$ cat src/rtl/program_loader.sv
// Byte-stream program loader: header word count, big-endian word assembly, XOR checksum.
// A word is written one cycle after its 4th byte; byte_ready stays high through writes, so 1 byte/cycle is sustained.
module program_loader #(
  parameter int          DATA_WIDTH   = 32,
  parameter int          MEMORY_DEPTH = 'h200,
  parameter logic [31:0] BASE_ADDRESS = 32'h0040_0000,
  parameter int          CNT_WIDTH    = $clog2(MEMORY_DEPTH) + 1
) (
  input  logic                  clk,
  input  logic                  reset,
  input  logic                  start,
  input  logic [7:0]            byte_in,
  input  logic                  byte_valid,
  output logic                  byte_ready,
  output logic                  mem_write,
  output logic [DATA_WIDTH-1:0] mem_address,
  output logic [DATA_WIDTH-1:0] mem_write_data,
  output logic                  cpu_hold,
  output logic                  done,
  output logic                  error,
  output logic [CNT_WIDTH-1:0]  words_loaded
);

  typedef enum logic [2:0] {
    IDLE,
    HEADER,
    LOAD,
    CHECK,
    DONE,
    ERROR
  } state_t;

  localparam logic [DATA_WIDTH-1:0] DEPTH_WORD = DATA_WIDTH'(MEMORY_DEPTH);
  localparam logic [CNT_WIDTH-1:0]  CNT_ONE    = CNT_WIDTH'(1);

  state_t                 state;
  logic [1:0]             byte_count;
  logic [DATA_WIDTH-9:0]  shift;
  logic [7:0]             checksum;
  logic [CNT_WIDTH-1:0]   word_count;

  logic                   fire;
  logic                   last_byte;
  logic [DATA_WIDTH-1:0]  next_word;
  logic [DATA_WIDTH-1:0]  word_offset;

  always_comb begin
    fire       = byte_valid && byte_ready;
    last_byte  = (byte_count == 2'd3);
    next_word  = {shift, byte_in};
    // Byte offset of the word being written: 4 * words_loaded, zero-extended.
    word_offset = '0;
    word_offset[CNT_WIDTH+1:2] = words_loaded;
  end

  always_ff @(posedge clk) begin
    if (reset) begin
      state          <= IDLE;
      byte_count     <= 2'd0;
      shift          <= '0;
      checksum       <= 8'h00;
      word_count     <= '0;
      byte_ready     <= 1'b0;
      mem_write      <= 1'b0;
      mem_address    <= BASE_ADDRESS;
      mem_write_data <= '0;
      cpu_hold       <= 1'b0;
      done           <= 1'b0;
      error          <= 1'b0;
      words_loaded   <= '0;
    end else begin
      mem_write <= 1'b0;
      case (state)
        IDLE, DONE, ERROR: begin
          if (start) begin
            state        <= HEADER;
            done         <= 1'b0;
            error        <= 1'b0;
            words_loaded <= '0;
            byte_count   <= 2'd0;
            checksum     <= 8'h00;
            shift        <= '0;
            cpu_hold     <= 1'b1;
            byte_ready   <= 1'b1;
          end
        end

        HEADER: begin
          if (fire) begin
            shift      <= next_word[DATA_WIDTH-9:0];
            byte_count <= 2'(byte_count + 2'd1);
            if (last_byte) begin
              if (next_word == '0) begin
                state <= CHECK;
              end else if (next_word > DEPTH_WORD) begin
                state      <= ERROR;
                error      <= 1'b1;
                cpu_hold   <= 1'b0;
                byte_ready <= 1'b0;
              end else begin
                state      <= LOAD;
                word_count <= next_word[CNT_WIDTH-1:0];
              end
            end
          end
        end

        LOAD: begin
          if (fire) begin
            shift      <= next_word[DATA_WIDTH-9:0];
            checksum   <= checksum ^ byte_in;
            byte_count <= 2'(byte_count + 2'd1);
            if (last_byte) begin
              mem_write      <= 1'b1;
              mem_write_data <= next_word;
              mem_address    <= BASE_ADDRESS + word_offset;
              words_loaded   <= words_loaded + CNT_ONE;
              if (words_loaded + CNT_ONE == word_count) begin
                state <= CHECK;
              end
            end
          end
        end

        CHECK: begin
          if (fire) begin
            if (byte_in == checksum) begin
              state <= DONE;
              done  <= 1'b1;
            end else begin
              state <= ERROR;
              error <= 1'b1;
            end
            cpu_hold   <= 1'b0;
            byte_ready <= 1'b0;
          end
        end

        default: state <= IDLE;
      endcase
    end
  end

endmodule
$ cat config.mk
export PLATFORM = sky130hd
export DESIGN_NAME = program_loader
export DESIGN_NICKNAME = d
export VERILOG_FILES = /design/src/rtl/program_loader.sv
export SDC_FILE = /design/constraint.sdc
export NUM_CORES = 1
export LEC_CHECK = 0
export ABC_AREA = 0
export BUFFER_PORTS_ARGS = -buffer_cell sky130_fd_sc_hd__buf_2
export CELL_PAD_IN_SITES_DETAIL_PLACEMENT = 1
export CELL_PAD_IN_SITES_GLOBAL_PLACEMENT = 2
export CORE_MARGIN = 2
export CORE_UTILIZATION = 32
export DETAILED_ROUTE_END_ITERATION = 12
export MAX_ROUTING_LAYER = met4
export PLACE_DENSITY_LB_ADDON = 0.05
export SYNTH_ARGS = -nofsm -noshare
export SYNTH_HDL_FRONTEND = slang
export SYNTH_SLANG_ARGS = --single-unit
$ cat constraint.sdc
create_clock -name clk -period 2.9 [get_ports clk]
set_input_delay 0.87 -clock clk [delete_from_list [all_inputs] [get_ports clk]]
set_output_delay 0.87 -clock clk [all_outputs]
set_load 0.01 [all_outputs]
==> results of run 1 <==
==> kinds of logic (layout without fill, tap and decap cells) <==
| family | count (synthesis) | in the layout | share of synthesized area |
|---|---|---|---|
| buf+inv | 73 | 105 | 0.0893 |
| fa+ha+maj | 2 | 2 | 0.00541 |
| compound gates | 129 | 129 | 0.171 |
| xor+xnor | 20 | 20 | 0.0379 |
| other cells | 2 | 22 | 0.00162 |
| flops | 103 | 103 | 0.446 |
| simple gates | 222 | 222 | 0.218 |
| mux | 14 | 14 | 0.0316 |
==> metal layers <==
| metal | part of all wire | vias up | GRT usage |
|---|---|---|---|
| met3 | 0.037 | 12 | 0.0349 |
| met2 | 0.45 | 73 | 0.268 |
| met1 | 0.50 | 1964 | 0.235 |
| met5 | 0 | - | - |
| met4 | 0.013 | 0 | 0.0641 |
| li1 | - | 1977 | - |
==> worst max-delay path, stage by stage (launching register included) <==
cell and delay (ns):
dfxtp_1 0.34, ha_1 0.33, xnor2_1 0.13, a21oi_1 0.16, o2111ai_1 0.11, or4_1 0.53, o31a_1 0.35, mux2_4 0.30
==> sequential cells by signal, summed over array words and instances, names as in the netlist <==
| name | count |
|---|---|
| mem_write | 1 |
| byte_count | 2 |
| checksum | 8 |
| shift | 24 |
| cpu_hold | 1 |
| done | 1 |
| error | 1 |
| words_loaded | 10 |
| word_count | 10 |
| mem_address | 10 |
| mem_write_data | 32 |
| state | 3 |
==> area by class of cell <==
type / instances / area (sq um) / area share
flip-flops and latches: 103 / 2060 / 0.388
multi-input cells: 409 / 2240 / 0.421
clock buffers: 11 / 253 / 0.0476
well taps: 180 / 225 / 0.0424
repair buffers: 81 / 465 / 0.0876
inverters: 8 / 30.0 / 0.00565
clock inverters: 5 / 38.8 / 0.00730
==> worst paths after layout <==
kind / cells past startpoint / end / start
setup / recovery: 7 / state[0] / words_loaded[1]
hold / removal: 2 / mem_write_data[13] / mem_write_data[13]
setup reg to reg: 7 / state[0] / words_loaded[1]
hold reg to reg: 2 / mem_write_data[13] / mem_write_data[13]
==> cell usage in the layout (no fill, tap or decap), types with 11 or more instances in the layout <==
cell type / Yosys / routed
a22oi_1: 31 / 31
conb_1: 2 / 22
xnor2_1: 14 / 14
nor2_1: 72 / 71
buf_4: 23 / 12
nor3_1: 12 / 11
mux2i_1: 12 / 12
a21oi_1: 63 / 63
nand2_1: 92 / 92
o21ai_0: 11 / 11
buf_2: 6 / 67
dfxtp_1: 103 / 103
==> power groups by stage <==
| stage | logic [mW] | registers [mW] | clock network (mW) |
|---|---|---|---|
| floorplan | 0.281 | 1.48 | 0 |
| global placement | 0.338 | 1.50 | 0 |
| detailed placement | 0.342 | 1.50 | 0 |
| CTS | 0.343 | 1.47 | 1.26 |
| global route | 0.375 | 1.47 | 1.31 |
| finish | 0.338 | 1.47 | 1.22 |
==> run metrics, run 1 <==
Cells after DPL 781; period utilization 0.811; sequential power share 0.485; most area-hungry cell type in the Yosys netlist dfxtp_1; Post-Layout Cell Count 797; total CTS buffers 9; fin area 5310 sq um; CTS Hold Bufs 0; final WL 13,500 um; Rows 43; worst slack, placed 0.313 ns; setup bufs post-CTS 0; global-route wire length before repair 21,500 um; ys flop type dfxtp_1; Crit. End Element register; post-synth top area share 0.446; Die W 124 um; clock slew at reported path FFs 0.07 ns; H-tree levels 3; fillers 1,724; total die area 15,400 sq um; Slew Viols, Final 0; number of diodes 0; Worst Hold Margin 0.451 ns; initial drt markers 177; post-route core utilization 0.380; Die Y 124 um; status finished clean; Worst slew margin 0.594; RSZ-0062 raised after global routing no; min Tclk post-route 2.35 ns; DRC violations left 0; syn_area_per_cell 8.19 sq um; I/O Buffers 68; Yosys Warn Count 0; Final ANT Viol Nets 0; grt ovf 0; Net Sw Frac 0.279; share of layout cells above drive strength 1 0.180; drt first pass iters 4; Post-Syn Instances 565; post_cts resized 0; leakage power total 2.16 nW; I/O pin cnt 91; total power divided by cell area 570 nW/um^2; Layout area overhead 14.8%; Tightest Pin Transition 0.608 ns; Initial Util 0.331; CP max FO 7; initial antenna violation count 0; Critical Path RT 3.15 ns; Post-Syn Area 4630 sq um; Setup TNS Final 0 ns; pin count of the biggest net entering global routing 64; core area 14,000 sq um; placer congestion estimate 0.747; Overall Global Routing Usage 0.177; fmax 425 MHz; Hold Path Class register to register; Setup Viol. Count Final 0; register area share after synthesis 0.446; Logic pwr share 0.112; routed vias 4,026; final worst slack 0.547 ns; Yosys cell types 55; vias per std cell 5.05; CP arrival 2.60 ns; reg-to-reg slack, setup 0.55 ns; Area contributors post-synth dfxtp_1 (45%), nand2_1 (7.5%), a21oi_1 (6.8%); DP HPWL 9320 um; Max Cap Viol 0; Post-synth top cells dfxtp_1 (103), nand2_1 (92), nor2_1 (72); Cell Int Power 2.18 mW; CTS Buffer Depth 2; Layout Skew 0.00871 ns; CTS tree yes; # clock sinks 103; EDFF count, synth 0; crit path kind register to register; placed cell area 5020 sq um; switching pwr 846 uW; Final Hold Viols 0; total power 3.03 mW; Synth Register Bits 103; CTS root buf clkbuf_16; Critical Path Start Type register; vias in the first global route 3,938; nets@finish 626; count leader, synth dfxtp_1; VDD IR max 0.000246 V; Clk pwr share 0.403; worst skew pair latency 0.36 ns; wire length per cell 17.0 um; asr flop ratio synth 0
No activity file was read; power rests on OpenSTA's default activity.
==> run 2, diff against run 1 <==
--- a/config.mk
+++ b/config.mk
@@ -5,12 +5,12 @@
 export SDC_FILE = /design/constraint.sdc
 export NUM_CORES = 1
 export LEC_CHECK = 0
-export ABC_AREA = 0
+export ABC_AREA = 1
 export BUFFER_PORTS_ARGS = -buffer_cell sky130_fd_sc_hd__buf_2
 export CELL_PAD_IN_SITES_DETAIL_PLACEMENT = 1
 export CELL_PAD_IN_SITES_GLOBAL_PLACEMENT = 2
 export CORE_MARGIN = 2
-export CORE_UTILIZATION = 32
+export CORE_UTILIZATION = 31
 export DETAILED_ROUTE_END_ITERATION = 12
 export MAX_ROUTING_LAYER = met4
 export PLACE_DENSITY_LB_ADDON = 0.05
==> constraint.sdc (replaced) <==
create_clock -name clk -period 2.4 [get_ports clk]
set_input_delay 0.72 -clock clk [delete_from_list [all_inputs] [get_ports clk]]
set_output_delay 0.72 -clock clk [all_outputs]
set_load 0.01 [all_outputs]
==> run metrics, run 2 <==
total CTS buffers 9 (unchanged); worst slack, placed -0.112 ns (was 0.313 ns); final worst slack 0.271 ns (was 0.547 ns); Top Registers mem_write_data x32, shift x24 (unchanged); Synth Register Bits 103 (unchanged); Setup Viol. Count Final 0 (unchanged); Crit. End Element register (unchanged); CTS root buf clkbuf_16 (unchanged); clock slew at reported path FFs 0.07 ns (about the same); Layout Skew 0.00975 ns (was 0.00871 ns); CTS Buffer Depth 2 (unchanged); Overall Global Routing Usage 0.181 (was 0.177); core area 14,400 sq um (was 14,000 sq um); Worst Hold Margin 0.451 ns (about the same); leakage power total 2.46 nW (was 2.16 nW); routed vias 4,148 (was 4,026); placer congestion estimate 0.823 (was 0.747); total power divided by cell area 869 nW/um^2 (was 570 nW/um^2); CP max FO 20 (was 7); count leader, synth nor2_1 (was dfxtp_1); critical path's largest stage delay 0.42 ns (was 0.53 ns); most common cell after layout, fill and taps aside nor2_1 (was dfxtp_1); pin count of the biggest net entering global routing 62 (was 64); DP HPWL 9830 um (was 9320 um); post-synth top area share 0.456 (was 0.446); initial antenna violation count 0 (unchanged); Max Cap Viol 0 (unchanged); drt first pass iters 4 (unchanged); FF-to-FF End word_count[7] (was state[0]); I/O Buffers 68 (unchanged); min Tclk post-route 2.13 ns (was 2.35 ns); CP arrival 2.35 ns (was 2.60 ns); final WL 13,700 um (was 13,500 um); Post-synth top cells nor2_1 (119), dfxtp_1 (103), nand2_1 (92) (was dfxtp_1 (103), nand2_1 (92), nor2_1 (72)); routing usage on met1 0.230 (was 0.235); Rows 44 (was 43); post_cts resized 0 (unchanged); beginning of the worst hold path error (was mem_write_data[13]); Slew Viols, Final 0 (unchanged); Biggest register mem_write_data (unchanged); most frequent cells in the layout nor2_1 (118), dfxtp_1 (103), nand2_1 (92) (was dfxtp_1 (103), nand2_1 (92), nor2_1 (71)); crit path kind register to register (unchanged); slowest CP cell nor4_1 (was or4_1); CTS tree yes (unchanged); Min-Delay Path Depth 2 (unchanged); most area-hungry cell type in the Yosys netlist dfxtp_1 (unchanged); nets@finish 689 (was 626); syn_area_per_cell 7.37 sq um (was 8.19 sq um); Yosys Warn Count 0 (unchanged); Final Hold Viols 0 (unchanged); Hold Path Class register to register (unchanged); vias per std cell 4.80 (was 5.05); EDFF count, synth 0 (unchanged); status finished clean (unchanged); fmax 470 MHz (was 425 MHz); Post-Syn Area 4520 sq um (was 4630 sq um); Layout area overhead 17.5% (was 14.8%); share of layout cells above drive strength 1 0.159 (was 0.180); cells on worst reg2reg path 8 (was 7); register area share after synthesis 0.456 (was 0.446); Critical Path Start Type register (unchanged); Die Y 125 um (was 124 um); global-route wire length before repair 21,900 um (was 21,500 um); Cell Chain, Critical Path nor4_1, nand2_1, nor2_1, and2_1, nand3_1, buf_4, o21ai_0, a21oi_1 (was ha_1, xnor2_1, a21oi_1, o2111ai_1, or4_1, o31a_1, mux2_4); crit path from shift[4] (was words_loaded[1]); Initial Util 0.315 (was 0.331); Post-Syn Instances 614 (was 565); wire length per cell 15.8 um (was 17.0 um); ys flop type dfxtp_1 (unchanged); Critical R2R Launch shift[4] (was words_loaded[1]); met3 usage 0.0232 (was 0.0349); Critical Path RT 2.62 ns (was 3.15 ns); Area contributors post-synth dfxtp_1 (46%), nor2_1 (9.9%), nand2_1 (7.6%) (was dfxtp_1 (45%), nand2_1 (7.5%), a21oi_1 (6.8%)); CTS Hold Bufs 0 (unchanged); busiest grt layer met2 (unchanged); setup bufs post-CTS 0 (unchanged); max reg flops 32 (unchanged); vias in the first global route 4,081 (was 3,938); total die area 15,600 sq um (was 15,400 sq um); Final ANT Viol Nets 0 (unchanged); number of diodes 0 (unchanged); asr flop ratio synth 0 (unchanged); worst skew pair latency 0.35 ns (was 0.36 ns); Die W 125 um (was 124 um); VDD IR max 0.000354 V (was 0.000246 V); met2 Use GR 0.301 (was 0.268); reg-to-reg slack, setup 0.27 ns (was 0.55 ns); initial drt markers 155 (was 177); H-tree levels 3 (unchanged); Yosys cell types 34 (was 55); # clock sinks 103 (unchanged); DRC violations left 0 (unchanged); period utilization 0.887 (was 0.811); RSZ-0062 raised after global routing no (unchanged); Setup TNS Final 0 ns (unchanged); grt ovf 0 (unchanged); I/O pin cnt 91 (unchanged); Worst Hold Path EP error (was mem_write_data[13])
[run 2: critical path, delay by kind of cell (launching register included)]
kind | cells | cell delay (ns)
flops | 1 | 0.37
compound gates | 2 | 0.44
simple gates | 5 | 0.98
buf+inv | 1 | 0.21
[run 2: metrics by stage]
step	utilization	area (sq um)	power [mW]	instances
global route	0.370	5310	4.87	864
floorplan	-	4600	2.77	634
CTS	0.370	5310	4.68	864
detailed placement	0.347	4980	3.03	848
finish	0.370	5310	4.62	864
global placement	0.347	4980	3.02	848
[run 2: worst max path at each step]
stage | to | slack, ns | cells after the start
after floorplan | word_count[0] | 0.55 | 8
after global placement | word_count[7] | -0.06 | 9
after detailed placement | word_count[7] | -0.11 | 9
after CTS | word_count[7] | 0.26 | 8
after global routing | word_count[7] | 0.12 | 8
final | word_count[7] | 0.27 | 8
[run 2: area by class of cell]
type	instances	area (sq um)
Clock buffer	10	239
Fill cell	1807	9050
Multi-Input combinational cell	436	2070
Inverter	44	170
Timing Repair Buffer	81	450
Sequential cell	103	2060
Tap cell	184	230
Clock inverter	6	91.3
[run 2: logic make-up (layout without fill, tap and decap cells)]
kind of cell | after synthesis | after routing | share of synthesized area
compound gates | 140 | 140 | 0.176
xor+xnor | 8 | 8 | 0.0155
fa+ha+maj | 2 | 2 | 0.00553
buf+inv | 95 | 141 | 0.105
flops | 103 | 103 | 0.456
other cells | 2 | 22 | 0.00166
simple gates | 264 | 264 | 0.241
[run 2: metal layers]
metal,wire [um],up-vias
li1,-,2094
met3,331,12
met4,203,0
met5,0,-
met1,6470,1982
met2,6690,60
[run 2: power breakdown]
| part | internal, mW | total, mW | switching (mW) |
|---|---|---|---|
| Clock | 0.949 | 1.62 | 0.676 |
| Sequential | 1.81 | 1.93 | 0.120 |
| Combinational | 0.317 | 1.06 | 0.742 |
